`src/rtl/chnl_tx_mux_pkg.sv`:
```
// Shared types and constants for the multi-source CHNL transmitter.
// Header beat layout: [31:24] source id, [23:8] payload length in uint32, [7:0] sequence number.
package chnl_tx_mux_pkg;

  typedef enum logic [1:0] {
    S_IDLE    = 2'd0,
    S_HEADER  = 2'd1,
    S_PAYLOAD = 2'd2
  } state_t;

  localparam int unsigned SEQ_W       = 8;
  localparam int unsigned HDR_SEL_LSB = 24;
  localparam int unsigned HDR_SEL_W   = 8;
  localparam int unsigned HDR_LEN_LSB = 8;
  localparam int unsigned HDR_LEN_W   = 16;
  localparam int unsigned HDR_SEQ_LSB = 0;

endpackage

```
`src/rtl/fifo.sv`:
```
// Synchronous single-clock FIFO with valid/ready on both sides; DEPTH must be a power of two.
module fifo #(
  parameter int unsigned WIDTH = 32,
  parameter int unsigned DEPTH = 64
) (
  input  logic             clk,
  input  logic             rst,
  input  logic             in_val,
  output logic             in_rdy,
  input  logic [WIDTH-1:0] in_data,
  output logic             out_val,
  input  logic             out_rdy,
  output logic [WIDTH-1:0] out_data
);

  localparam int unsigned AW = (DEPTH > 1) ? $clog2(DEPTH) : 1;

  logic [WIDTH-1:0] mem [DEPTH];
  logic [AW-1:0]    wr_ptr;
  logic [AW-1:0]    rd_ptr;
  logic [AW:0]      count;
  logic             push;
  logic             pop;

  assign in_rdy   = (count != (AW+1)'(DEPTH));
  assign out_val  = (count != '0);
  assign out_data = mem[rd_ptr];
  assign push     = in_val & in_rdy;
  assign pop      = out_val & out_rdy;

  always_ff @(posedge clk) begin
    if (rst) begin
      wr_ptr <= '0;
      rd_ptr <= '0;
      count  <= '0;
    end else begin
      if (push) wr_ptr <= wr_ptr + AW'(1);
      if (pop)  rd_ptr <= rd_ptr + AW'(1);
      count <= count + (AW+1)'(push) - (AW+1)'(pop);
    end
  end

  // Storage needs no reset; occupancy is tracked by count.
  always_ff @(posedge clk) begin
    if (push) mem[wr_ptr] <= in_data;
  end

endmodule

```
`src/rtl/rr_arbiter.sv`:
```
// Round-robin arbiter: searches from the last granted index + 1; grant is combinational.
module rr_arbiter #(
  parameter int unsigned N  = 2,
  parameter int unsigned IW = 1
) (
  input  logic          clk,
  input  logic          rst,
  input  logic [N-1:0]  req,
  input  logic          advance,
  output logic          gnt_val,
  output logic [IW-1:0] gnt_idx
);

  logic [IW-1:0] last_q;
  logic [IW-1:0] cand;

  always_comb begin
    gnt_val = 1'b0;
    gnt_idx = last_q;
    cand    = last_q;
    for (int unsigned k = 1; k <= N; k++) begin
      cand = IW'((32'(last_q) + k) % N);
      if (!gnt_val && req[cand]) begin
        gnt_val = 1'b1;
        gnt_idx = cand;
      end
    end
  end

  always_ff @(posedge clk) begin
    if (rst) begin
      last_q <= IW'(N - 1);
    end else if (advance && gnt_val) begin
      last_q <= gnt_idx;
    end
  end

endmodule

```
`src/rtl/chnl_tx_mux.sv`:
```
// Merges N_SRC buffered producer streams onto one Riffa CHNL TX channel.
// Each transfer is a header beat (source id, length, sequence) followed by the payload.
module chnl_tx_mux
  import chnl_tx_mux_pkg::*;
#(
  parameter int unsigned C_PCI_DATA_WIDTH = 32,
  parameter int unsigned N_SRC            = 2,
  parameter int unsigned CHNL_ALIGN       = 4,
  parameter int unsigned MAX_LENGTH       = 32,
  parameter int unsigned MAX_IDLE_CYCLES  = 128
) (
  input  logic                              clk,
  input  logic                              rst,
  input  logic [N_SRC-1:0]                  i_val,
  output logic [N_SRC-1:0]                  i_rdy,
  input  logic [N_SRC*C_PCI_DATA_WIDTH-1:0] i_data,
  output logic                              CHNL_TX_CLK,
  output logic                              CHNL_TX,
  input  logic                              CHNL_TX_ACK,
  output logic                              CHNL_TX_LAST,
  output logic [31:0]                       CHNL_TX_LEN,
  output logic [30:0]                       CHNL_TX_OFF,
  output logic [C_PCI_DATA_WIDTH-1:0]       CHNL_TX_DATA,
  output logic                              CHNL_TX_DATA_VALID,
  input  logic                              CHNL_TX_DATA_REN
);

  localparam int unsigned W          = C_PCI_DATA_WIDTH;
  localparam int unsigned HW         = W / 32;
  localparam int unsigned ALIGN      = CHNL_ALIGN / HW;
  localparam int unsigned MAXB       = MAX_LENGTH / HW;
  localparam int unsigned IW         = (N_SRC > 1) ? $clog2(N_SRC) : 1;
  localparam int unsigned LEFT_W     = $clog2(MAXB + 1);
  localparam int unsigned IDLE_W     = (MAX_IDLE_CYCLES > 0) ? $clog2(MAX_IDLE_CYCLES + 1) : 1;
  localparam int unsigned FIFO_DEPTH = 32'd1 << $clog2(2 * MAXB);

  state_t              state_q, state_d;
  logic [IW-1:0]       sel_q;
  logic [LEFT_W-1:0]   len_q;
  logic [LEFT_W-1:0]   left_q;
  logic [SEQ_W-1:0]    seq_lat_q;
  logic [SEQ_W-1:0]    seq_q    [N_SRC];
  logic [31:0]         queued_q [N_SRC];
  logic [IDLE_W-1:0]   idle_q   [N_SRC];

  logic [N_SRC-1:0]    enq;
  logic [N_SRC-1:0]    full_v;
  logic [N_SRC-1:0]    flush_v;
  logic [N_SRC-1:0]    req;
  logic [N_SRC-1:0]    fifo_rd;
  logic [N_SRC-1:0]    f_out_val;
  logic [W-1:0]        f_out_data [N_SRC];
  logic                gnt_val;
  logic [IW-1:0]       gnt_idx;
  logic [31:0]         gnt_q32;
  logic [LEFT_W-1:0]   gnt_len;
  logic                take_grant;
  logic                beat;
  logic                done;
  logic                unused_ack;

  assign unused_ack   = CHNL_TX_ACK;
  assign CHNL_TX_CLK  = clk;
  assign CHNL_TX_LAST = 1'b1;
  assign CHNL_TX_OFF  = '0;
  assign enq          = i_val & i_rdy;

  for (genvar g = 0; g < N_SRC; g++) begin : g_src
    fifo #(
      .WIDTH (W),
      .DEPTH (FIFO_DEPTH)
    ) u_fifo (
      .clk      (clk),
      .rst      (rst),
      .in_val   (i_val[g]),
      .in_rdy   (i_rdy[g]),
      .in_data  (i_data[g*W +: W]),
      .out_val  (f_out_val[g]),
      .out_rdy  (fifo_rd[g]),
      .out_data (f_out_data[g])
    );
  end

  // Eligibility uses only committed (enqueued, not yet granted) counts.
  always_comb begin
    full_v  = '0;
    flush_v = '0;
    req     = '0;
    for (int s = 0; s < N_SRC; s++) begin
      full_v[s]  = (queued_q[s] >= MAXB);
      flush_v[s] = (MAX_IDLE_CYCLES != 0) && (32'(idle_q[s]) >= MAX_IDLE_CYCLES) &&
                   (queued_q[s] >= ALIGN);
      req[s]     = (state_q == S_IDLE) && (full_v[s] || flush_v[s]);
    end
  end

  rr_arbiter #(
    .N  (N_SRC),
    .IW (IW)
  ) u_arb (
    .clk     (clk),
    .rst     (rst),
    .req     (req),
    .advance (take_grant),
    .gnt_val (gnt_val),
    .gnt_idx (gnt_idx)
  );

  always_comb begin
    gnt_q32 = queued_q[gnt_idx];
    if (full_v[gnt_idx]) gnt_len = LEFT_W'(MAXB);
    else                 gnt_len = LEFT_W'(gnt_q32 - (gnt_q32 % ALIGN));
  end

  assign CHNL_TX_LEN = take_grant ? 32'((32'(gnt_len) + 32'd1) * HW)
                                  : 32'((32'(len_q) + 32'd1) * HW);

  // Next-state and channel outputs.
  always_comb begin
    state_d            = state_q;
    CHNL_TX            = 1'b0;
    CHNL_TX_DATA_VALID = 1'b0;
    CHNL_TX_DATA       = '0;
    fifo_rd            = '0;
    take_grant         = 1'b0;
    beat               = 1'b0;
    done               = 1'b0;
    case (state_q)
      S_IDLE: begin
        if (gnt_val) begin
          take_grant = 1'b1;
          CHNL_TX    = 1'b1;
          state_d    = S_HEADER;
        end
      end
      S_HEADER: begin
        CHNL_TX            = 1'b1;
        CHNL_TX_DATA_VALID = 1'b1;
        CHNL_TX_DATA[HDR_SEL_LSB +: HDR_SEL_W] = HDR_SEL_W'(sel_q);
        CHNL_TX_DATA[HDR_LEN_LSB +: HDR_LEN_W] = HDR_LEN_W'(32'(len_q) * HW);
        CHNL_TX_DATA[HDR_SEQ_LSB +: SEQ_W]     = seq_lat_q;
        if (CHNL_TX_DATA_REN) state_d = S_PAYLOAD;
      end
      S_PAYLOAD: begin
        CHNL_TX            = 1'b1;
        CHNL_TX_DATA_VALID = f_out_val[sel_q];
        CHNL_TX_DATA       = f_out_data[sel_q];
        fifo_rd[sel_q]     = CHNL_TX_DATA_REN;
        if (CHNL_TX_DATA_REN && f_out_val[sel_q]) begin
          beat = 1'b1;
          if (left_q == LEFT_W'(1)) begin
            CHNL_TX = 1'b0;
            done    = 1'b1;
            state_d = S_IDLE;
          end
        end
      end
      default: state_d = S_IDLE;
    endcase
  end

  always_ff @(posedge clk) begin
    if (rst) begin
      state_q   <= S_IDLE;
      sel_q     <= '0;
      len_q     <= '0;
      left_q    <= '0;
      seq_lat_q <= '0;
      for (int s = 0; s < N_SRC; s++) begin
        seq_q[s]    <= '0;
        queued_q[s] <= '0;
        idle_q[s]   <= '0;
      end
    end else begin
      state_q <= state_d;
      if (take_grant) begin
        sel_q     <= gnt_idx;
        len_q     <= gnt_len;
        seq_lat_q <= seq_q[gnt_idx];
      end
      if (state_q == S_HEADER && CHNL_TX_DATA_REN) left_q <= len_q;
      else if (beat)                               left_q <= left_q - LEFT_W'(1);
      if (done) seq_q[sel_q] <= seq_q[sel_q] + SEQ_W'(1);
      for (int s = 0; s < N_SRC; s++) begin
        queued_q[s] <= queued_q[s] + 32'(enq[s]) -
                       ((take_grant && gnt_idx == IW'(s)) ? 32'(gnt_len) : 32'd0);
        if (enq[s])
          idle_q[s] <= '0;
        else if (!i_val[s] && 32'(idle_q[s]) < MAX_IDLE_CYCLES)
          idle_q[s] <= idle_q[s] + IDLE_W'(1);
      end
    end
  end

endmodule

```
`config.mk`:
```
export PLATFORM = sky130hd
export DESIGN_NAME = chnl_tx_mux
export DESIGN_NICKNAME = d
export VERILOG_FILES = /design/src/rtl/chnl_tx_mux_pkg.sv /design/src/rtl/fifo.sv /design/src/rtl/rr_arbiter.sv /design/src/rtl/chnl_tx_mux.sv
export SDC_FILE = /design/constraint.sdc
export NUM_CORES = 2
export LEC_CHECK = 0
export ABC_AREA = 0
export BUFFER_PORTS_ARGS = -buffer_cell sky130_fd_sc_hd__buf_2
export CAP_MARGIN = 40
export CELL_PAD_IN_SITES_DETAIL_PLACEMENT = 1
export CELL_PAD_IN_SITES_GLOBAL_PLACEMENT = 1
export CORE_ASPECT_RATIO = 0.6
export CORE_MARGIN = 1.5
export CORE_UTILIZATION = 51
export CTS_CLUSTER_DIAMETER = 80
export DETAILED_ROUTE_END_ITERATION = 7
export PLACE_DENSITY = 0.86
export SLEW_MARGIN = 20
export SYNTH_ARGS = -nofsm -noshare
export SYNTH_HDL_FRONTEND = slang
export SYNTH_MEMORY_MAX_BITS = 65536
export SYNTH_SLANG_ARGS = --single-unit
```
`constraint.sdc`:
```
create_clock -name clk -period 4.8 [get_ports clk]
set_input_delay 0 -clock clk [delete_from_list [all_inputs] [get_ports clk]]
set_output_delay 0 -clock clk [all_outputs]
set_load 0.02 [all_outputs]
```
; Word level (Yosys, flattened, before mapping)
; Memory sizes are Yosys's and may differ from the RTL's. A register that Yosys moved wholly into a read port is not among the register bits.
; Cells that the tools add are included.
[classes]
n_bitwise = 14
n_mul = 0
n_lt_le_gt_ge = 14
reduce_logical = 24
n_mux = 80
div_mod_pow = 0
n_addsub = 21
n_shift = 0
n_eq_ne = 9
[op_table]
columns = cell, n
row1 = $mux 32, 5
row2 = $add 32x1->32, 2
row3 = $ge 32x3->1 const B, 2
row4 = $ge 32x6->1 const B, 2
row5 = $pmux 32 s2, 1
row6 = $sub 32x6->32, 2
row7 = $mux 6, 9
row8 = $mux 1, 50
row9 = $mux 8, 5
row10 = $add 6x1->6 const B, 4
row11 = $add 8x1->8 const B, 3
row12 = $ge 8x8->1 const B, 2
row13 = $lt 8x8->1 const B, 2
row14 = $add 6x1->7 const B, 2
row15 = $add 7x1->7, 2
row16 = $ne 7x7->1 const B, 2
row17 = $reduce_bool 7->1, 2
row18 = $sub 7x1->7, 2
row19 = $logic_and 1x1->1, 13
row20 = $mux 2, 5
row21 = $lt 1x2->1 const B, 4
row22 = $reduce_or 8->1, 1
row23 = $mux 7, 1
row24 = $eq 6x1->1 const B, 1
row25 = other kinds (23), 38
[word_totals]
input_bits = 70
ram_bits = 4192
regBits = 54
latch_bits = 0
n_memories = 5
elab_cells = 178
rom_bits = 0
[mem_list]
columns = name, words, width, rd, rd_clocked_by_memory_dff, wr, line
row1 = g_src[0].u_fifo.mem, 64, 32, 1, 1, 1, fifo.sv:18  ; logic [WIDTH-1:0] mem [DEPTH];
row2 = g_src[1].u_fifo.mem, 64, 32, 1, 1, 1, fifo.sv:18
row3 = queued_q, 2, 32, 3, 0, 2, chnl_tx_mux.sv:43  ; logic [31:0] queued_q [N_SRC];
row4 = idle_q, 2, 8, 2, 0, 2, chnl_tx_mux.sv:44  ; logic [IDLE_W-1:0] idle_q [N_SRC];
row5 = seq_q, 2, 8, 2, 2, 2, chnl_tx_mux.sv:42  ; logic [SEQ_W-1:0] seq_q [N_SRC];

; Logic depth before layout (Yosys ltp)
; An unclocked memory read counts as a cell.
[logic_depth]
ltp_word = 17
ltp_mapped = 22

; Hierarchy
; A second synthesis with hierarchy kept.
[hier_totals]
cells_unflattened = 8277
hier_area_um2 = 168569.2
[modules_own_cells]
columns = mod, cells_per_inst, instances, area_per_inst_um2
row1 = fifo at g_src[0].u_fifo, 3588, 1, 79651.4
row2 = fifo at g_src[1].u_fifo, 3439, 1, 78699.2
row3 = chnl_tx_mux, 1243, 1, 10156.0
row4 = rr_arbiter, 7, 1, 62.6

==> results.cfg <==
[global_routing]
antenna_found_initial = 43
grt_pass1_wl_um = 765000
grt_usage = 0.335
grt_pass1_vias = 92200
grt_max_degree = 75
overflow = 0

[floorplan]
num_rows = 162
die_w_um = 742
die_h_um = 446
initial_core_util = 0.514
die_area_um2 = 331000
pin_count = 171
core-area_um2 = 325000

[power_and_ir_drop]
p_total_w = 0.0865
power_density_nw_per_um2 = 450
p_leak_nw = 58.9
vdd_drop_max_uv = 357

[timing]
slew_violations = 0
clock.fmax_mhz = 203
skew_ns = 0.0489
fin_ws_ns = -0.131
finalCritPeriodShare = 1.03
setup_viol = 6
hold_viol = 0
worstMarginPinSlew_ns = 0.993
slew_headroom = 0.338
timing.setup.tns_ns = -0.410
period_needed_ns = 4.93
rsz0062_at_grt = yes

[synthesis]
post_synth_instance_area_um2 = 167000
ys_top_cells_by_area = edfxtp_1, mux4_2, dfxtp_1
synth-seq-area-share = 0.758
synth_edf_count = 4128
post-synth-top-count-cell = edfxtp_1
avgSynthCellArea_um2 = 22.7
synth_cell_types = 72
synth_top_cells_by_count = edfxtp_1, mux4_2, nor2_1, clkbuf_1, ha_1
netlist.area_leader.share = 0.742
ys_async_sr_fraction = 0
syn-instance-count = 7347
synth_top_cell_by_area = edfxtp_1
synth-seq-cells = 4265
synth_flop_cell = edfxtp_1
yosysWarnings = 0

[clock_tree]
cts_tree = yes
path_clk_slew_ns = 0.08
clk_latency_ns = 1.08

[run_status]
violations = negative setup slack
status = complete, but fails checks

[place]
hpwlAfterDp_um = 294000
portBuffers = 109
gp_congestion = 0.834

[critical_path]
cp.required_ns = 5.73
path_max_fanout = 4
worstSetupEndpointType = flop
critPathKind = flop to flop
start_kind = flop
crit_arrival_ns = 5.86

[job]
drv_cap = 0

[drt]
num_vias = 91300
ant_nets = 0
drtIter0Drc = 18100
route.detailed.drc = 0
dr.pass1.iters = 8
drt_wl_total_um = 567000
wl_per_cell_um = 44.5
vias_per_cell = 7.17

[final_layout]
finalNetCount = 8307
drive_gt1_frac = 0.326
area_growth_pct = 15.0

[min_path]
hp-class = input pin to flop
[kinds of logic after synthesis]
group                      synth area share
buffers and inverters                0.0152
xor gates and xnor gates            0.00482
adders and majority gates            0.0112
other                             0.0000449
muxes                                 0.181
and+or+nand+nor                      0.0171
DFF                                   0.758
AOI/OAI and AO/OA                    0.0121
[sequential cells by signal, indices dropped and copies added (netlist names), named ones only]
| register | count |
|---|---|
| g_src.u_fifo.count | 14 |
| g_src.u_fifo.mem | 4096 |
| g_src.u_fifo.rd_ptr | 12 |
| g_src.u_fifo.wr_ptr | 12 |
| idle_q | 16 |
| left_q | 6 |
| len_q | 4 |
| queued_q | 64 |
| sel_q | 1 |
| seq_lat_q | 8 |
| seq_q | 16 |
| state_q | 2 |
| u_arb.last_q | 1 |
[report_power, final]
group / leakage (nW) / internal, W / switching, W
Combinational: 14.7 / 0.00533 / 0.00743
Clock: 5.85 / 0.0171 / 0.0148
Sequential: 38.3 / 0.0414 / 0.000460
Total: 58.9 / 0.0639 / 0.0227
[layer usage]
layer  GRT usage  routed length, um  vias up  share of wire
met5           0                291        -        0.00051
met4       0.160              33300       42          0.059
met3       0.110              92100     1968           0.16
met2       0.495             255000     9726           0.45
met1       0.457             187000    47200           0.33
li1            -                  -    32400              -
[critical path, cell delays in order, from the launching register on]
cell and delay [ns]:
dfxtp_2 0.35, inv_2 0.08, ha_4 0.15, nand4_1 0.08, or3_4 0.34, or3_4 0.38, nand4_1 0.15, nand2_2 0.11
buf_6 0.15, nor2_4 0.12, o21ai_2 0.06, ha_1 0.33, ha_4 0.23, and3_4 0.19, a221oi_4 0.30, buf_6 0.15
a21oi_4 0.06, nand4b_1 0.20, o2111ai_2 0.17, and3_4 0.24, a211o_1 0.35, a211oi_2 0.29, mux2_4 0.33
[cell usage in the layout (no fill, tap or decap), types with 29 or more instances in the layout]
master	n
dfxtp_1	114
clkinv_2	58
o21ai_0	32
buf_12	141
xnor2_1	54
inv_1	116
clkinv_1	67
conb_1	60
nor2_4	130
xor2_1	36
buf_16	29
mux4_2	1319
a21oi_1	88
nor2_1	183
ha_1	131
nand3_1	43
bufinv_16	49
mux2i_1	35
dlygate4sd3_1	100
nor2b_1	40
clkbuf_1	69
buf_4	334
nand2_1	82
edfxtp_1	4128
buf_2	106
clkbuf_16	377
[final timing paths]
path	from	endpoint	slack (ns)	depth (start not counted)
worst max-delay path	queued_q[0][18]$_SDFF_PP0_	queued_q[0][30]$_SDFF_PP0_	-0.13	22
worst min-delay path	i_data[63]	g_src[1].u_fifo.mem[38][31]$_DFFE_PP_	0.04	3
worst max register to register	queued_q[0][18]$_SDFF_PP0_	queued_q[0][30]$_SDFF_PP0_	-0.13	22
worst min register to register	g_src[1].u_fifo.rd_ptr[5]$_SDFFE_PP0P_	flop	0.53	2
[stage by stage]
step / worst slack, ns / util / cells / area (um^2) / hold WS [ns]
after floorplan: 0.0719 / - / 7405 / 167000 / 0.0989
after global placement: -0.483 / 0.542 / 11800 / 176000 / 0.134
after detailed placement: -0.704 / 0.546 / 11900 / 178000 / 0.134
after CTS: -0.0811 / 0.587 / 12700 / 191000 / 0.00266
after global routing: -0.285 / 0.591 / 12700 / 192000 / 0.0200
final: -0.131 / 0.591 / 12700 / 192000 / 0.0388
[area by class of cell]
| class | instances | area, um^2 |
|---|---|---|
| tap | 4346 | 5440 |
| fill | 26800 | 133000 |
| sequential | 4265 | 127000 |
| clock buffer | 451 | 9740 |
| antenna | 17 | 42.5 |
| clock inverter | 203 | 2260 |
| timing repair buffer | 732 | 7960 |
| inverter | 129 | 484 |
| multi-input combinational | 2593 | 39500 |
[timing repair]
item / CTS / global route
gates cloned: 0 / 1
setup buffers: 16 / 16
hold endpoints to repair: 4268 / 146
endpoints found under the setup margin: 48 / 34
gates resized for setup: 50 / 74
pin swaps: 17 / 22
hold buffers: 90 / 10
(Power assumes the default switching activity.)
